===== config.mk =====
export PLATFORM = sky130hd
export DESIGN_NAME = gpr_sb
export DESIGN_NICKNAME = d
export VERILOG_FILES = /design/src/rtl/gpr_sb.sv
export SDC_FILE = /design/constraint.sdc
export NUM_CORES = 2
export LEC_CHECK = 0
export BUFFER_PORTS_ARGS = -buffer_cell sky130_fd_sc_hd__buf_2
export CELL_PAD_IN_SITES_DETAIL_PLACEMENT = 2
export CELL_PAD_IN_SITES_GLOBAL_PLACEMENT = 2
export CORE_UTILIZATION = 35
export CTS_CLUSTER_SIZE = 8
export DETAILED_ROUTE_END_ITERATION = 8
export PLACE_DENSITY = 0.72
export SLEW_MARGIN = 40
export SYNTH_ARGS = -nofsm -noshare
export SYNTH_HDL_FRONTEND = slang
export SYNTH_SLANG_ARGS = --single-unit

===== constraint.sdc =====
create_clock -name Clk -period 14.4 [get_ports Clk]
set_input_delay 1.44 -clock Clk [delete_from_list [all_inputs] [get_ports Clk]]
set_output_delay 1.44 -clock Clk [all_outputs]
set_load 0.005 [all_outputs]

===== src/rtl/gpr_sb.sv =====
`default_nettype none
// ============================================================================
// Module   : gpr_sb
// Purpose  : Multi-read-port general-purpose register file with a per-register
//            busy scoreboard. Optional write-to-read forwarding is enabled by
//            defining GPR_SB_BYPASS_EN.
// Revision : 1.0 - initial release
// ============================================================================
module gpr_sb #(
    parameter int DATA_W = 32,
    parameter int ADDR_W = 5,
    parameter int NRD    = 2
) (
    input  logic                  Clk,
    input  logic                  Reset,
    input  logic [NRD*ADDR_W-1:0] RAddr,
    output logic [NRD*DATA_W-1:0] RData,
    output logic [NRD-1:0]        RBusy,
    input  logic                  RegWrite,
    input  logic [ADDR_W-1:0]     WAddr,
    input  logic [DATA_W-1:0]     WData,
    input  logic                  Issue,
    input  logic [ADDR_W-1:0]     IssueAddr,
    output logic [ADDR_W:0]       BusyCnt
);

    localparam int NREG = 2**ADDR_W;

    logic [DATA_W-1:0] regs_q [NREG];
    logic [DATA_W-1:0] regs_d [NREG];
    logic [NREG-1:0]   busy_q;
    logic [NREG-1:0]   busy_d;
    logic [ADDR_W:0]   busy_cnt_q;
    logic [ADDR_W:0]   busy_cnt_d;

    logic w_we;
    logic w_issue;

    // Address 0 is hardwired: it is never written and never marked busy.
    assign w_we    = RegWrite && (WAddr != '0);
    assign w_issue = Issue && (IssueAddr != '0);

    always_comb begin
        regs_d = regs_q;
        if (w_we) begin
            regs_d[WAddr] = WData;
        end
        if (Reset) begin
            for (int i = 0; i < NREG; i++) begin
                regs_d[i] = '0;
            end
        end
    end

    // The issue mark is applied after the write clear so it wins on a collision.
    always_comb begin
        busy_d = busy_q;
        if (w_we) begin
            busy_d[WAddr] = 1'b0;
        end
        if (w_issue) begin
            busy_d[IssueAddr] = 1'b1;
        end
        if (Reset) begin
            busy_d = '0;
        end
        busy_cnt_d = '0;
        for (int i = 0; i < NREG; i++) begin
            busy_cnt_d = busy_cnt_d + {{ADDR_W{1'b0}}, busy_d[i]};
        end
    end

    always_ff @(posedge Clk) begin
        regs_q     <= regs_d;
        busy_q     <= busy_d;
        busy_cnt_q <= busy_cnt_d;
    end

    assign BusyCnt = busy_cnt_q;

`ifdef GPR_SB_BYPASS_EN
    logic w_fwd_en;
    logic w_fwd_busy;
    assign w_fwd_en   = w_we && !Reset;
    assign w_fwd_busy = w_issue && (IssueAddr == WAddr);
`endif

    for (genvar k = 0; k < NRD; k++) begin : g_rd
        logic [ADDR_W-1:0] w_ra;
        logic [DATA_W-1:0] w_stored_data;
        logic              w_stored_busy;

        assign w_ra          = RAddr[k*ADDR_W +: ADDR_W];
        assign w_stored_data = (w_ra == '0) ? '0 : regs_q[w_ra];
        assign w_stored_busy = busy_q[w_ra];

`ifdef GPR_SB_BYPASS_EN
        logic w_hit;
        assign w_hit                   = w_fwd_en && (w_ra == WAddr);
        assign RData[k*DATA_W +: DATA_W] = w_hit ? WData : w_stored_data;
        assign RBusy[k]                = w_hit ? w_fwd_busy : w_stored_busy;
`else
        assign RData[k*DATA_W +: DATA_W] = w_stored_data;
        assign RBusy[k]                = w_stored_busy;
`endif
    end

endmodule
`default_nettype wire


==> results.ini <==
[critical_path]
cp.required_ns = 15.12
critPathSlowestCell = fa_1
max_stage_delay_ns = 0.60
cp.arrival_ns = 7.48
start_kind = input pin
path_delay_family = adder cells
end_kind = flip-flop
crit_type = input pin to flip-flop
cp_cell_sequence = buf_2 -> and3b_1 -> nand2_2 -> buf_4 -> nand2_1 -> a21o_1 -> fa_1 -> fa_1 -> fa_1 -> fa_1 -> fa_1 -> inv_1 -> fa_1 -> ha_1 -> fa_1 -> a21o_1 -> a21oi_1 -> xnor2_1
critPathBufInv = 3
cp_max_fo = 33
cpMostUsedCell = fa_1
rrSetupSlack_ns = 9.35

[timing]
rsz0062_at_grt = no
hold_slack_ns = 0.471
fin_crit_ns = 6.76
max_slew_margin_pct = 34.2
timing_hold_violations_final = 0
worst_pin_slew_ns = 0.981
finalCritPeriodShare_pct = 46.9
fin_ws_ns = 7.64
max_freq_mhz = 148
setup_tns_ns = 0
maxSlewViolCount = 0
setup_viol_count_final = 0
clock_skew_ns = 0.0182

[synthesis]
seq_area_frac_synth_pct = 39.1
synth-async-reset-ratio_pct = 0
synth_cell_type_count = 45
yosys_register_bits = 1062
synthTopCellsByCount = 2,140 x nand2_1, 1,062 x dfxtp_1, 1,049 x a21oi_1
yosys.area.top_type = dfxtp_1
syn_area_um2 = 54300
syn_inst = 6292
synth_edf_count = 0
synth_warnings = 0
synth_top_area_share_pct = 39.1
ys.flop_type = dfxtp_1
yosysMostFrequentCell = nand2_1
synthTopCellsByArea = dfxtp_1 39%, mux4_2 15%, nand2_1 15%, a21oi_1 9.7%, mux2i_1 5.9%
syn_area_per_cell_um2 = 8.64
synth_fp_nets = 6379

[outcome]
status = finished clean

[clocking]
cts-hold-fix-buffers = 0
cts_resized = 0
clkLatencyLatePin_ns = 0.80
cts_setup_buffers = 0
clk_pin_slew_worst_paths_ns = 0.05
tritoncts = yes
cts_sinks = 1062
root_buffer = clkbuf_16
cts_buffers = 151
htreeDepth = 4
clock_path_buffers = 3

[die]
num_rows = 144
die_h_um = 396
die_x_um = 396
io_pins = 128
coreArea_um2 = 154000
start_util_pct = 35.3
die_area_um2 = 157000

[pwr]
vdd_drop_max_uv = 130
power.total_mw = 6.93
leakage_nw = 20.1
p_per_area_nw_per_um2 = 114

[place]
dpl_cell_area_um2 = 56500
pre_cts_ws_ns = 6.88
globalplace.congestion = 0.889
post-place-cells = 7957
dpl.hpwl_um = 156000
port_buffers = 127

[drt]
drtPass1Iterations = 5
ant_nets = 0
drt_iter0_drc = 4996
drcViolationCount = 0
drt-total-wl_um = 263000
vias = 51500
routedWlPerCell_um = 32.3
vias_per_cell = 6.33

[finish]
final_area_um2 = 60700
syn_to_final_growth_pct = 11.7
fin_util_pct = 39.4
fin_nets = 6158
drive_above_1_share_pct = 16.0
final_cells = 8143
fill_cells = 16800

[grt]
overflow = 0
antenna_found_initial = 12
grt_pass1_wl_um = 380000
grt_pass1_vias = 54300
grt_max_degree = 120
grt_usage_pct = 32.9

[hold_path]
hp-class = flip-flop to flip-flop

[flow_run]
max_cap_viol_count = 0

tightest hold or removal path: cells and delay by family, from the launching register on:
kind	cells	cell delay, ns
AO/OA/AOI/OAI	1	0.05
flip-flops	1	0.31
AND/OR/NAND/NOR	1	0.06
final timing paths:
| kind | startpoint | to | depth (start not counted) |
|---|---|---|---|
| hold / removal | regs_q[875] | regs_q[875] | 2 |
| setup reg to reg | busy_q[23] | BusyCnt[4] | 16 |
| setup / recovery | WAddr[1] | BusyCnt[4] | 18 |
| hold reg to reg | regs_q[875] | regs_q[875] | 2 |
per-layer routing:
layer,GRT usage (%),share of wire (%),wire length (um),vias up
li1,-,-,-,21500
met1,44.3,43,112000,27300
met2,51.8,46,120000,2177
met3,6.42,8.0,20900,553
met4,12.9,3.7,9770,10
met5,0,0.026,69,-
state kept, by name (all words and copies together) (netlist names):
name,cells
BusyCnt,6
busy_q,32
regs_q,1024
placed cells by master (no fill, tap or decap), types with 8 or more instances in the layout:
cell type  instances
a211oi_1          56
a211oi_2           8
a21o_1            23
a21oi_1         1049
a221oi_1          49
a22oi_1           74
a311oi_1          27
buf_12             8
buf_2            123
buf_4            112
buf_6             18
clkbuf_16        158
dfxtp_1         1062
fa_1              24
inv_1             25
mux2_2            67
mux2i_1          323
mux4_2           369
nand2_1         2111
nand2_2           29
nand4_1           33
nor2_1            15
nor2_4            26
nor2b_1           68
nor3b_1            8
o2111ai_1          8
o21ai_0           16
o21ai_1           39
o221ai_1          65
final cells by class:
cell class | count | area (um2) | share of cell area (%)
clock buffer | 165 | 3980 | 6.55
multi-input combinational | 4560 | 30700 | 50.6
inverter | 27 | 104 | 0.171
timing repair buffer | 269 | 1980 | 3.26
tap | 2044 | 2560 | 4.21
sequential | 1062 | 21300 | 35.0
clock inverter | 9 | 93.8 | 0.155
antenna | 7 | 17.5 | 0.0288
logic make-up (layout without fill, tap and decap cells):
family	after synthesis	in the layout	share of synthesized area [%]
xor+xnor	3	3	0.0484
other cells	0	7	0
mux	759	759	22.6
compound gates	1428	1428	15.0
buf+inv	670	470	5.17
simple gates	2339	2339	17.0
flops	1062	1062	39.1
fa+ha+maj	31	31	1.05
where the power goes:
group | internal [mW] | total [mW] | leakage, nW | switching [mW]
clock network | 1.93 | 3.31 | 2.00 | 1.39
registers | 2.97 | 2.98 | 8.56 | 0.0186
logic | 0.169 | 0.630 | 9.51 | 0.461
total | 5.06 | 6.93 | 20.1 | 1.87
Power figures use the tool's default switching activity.
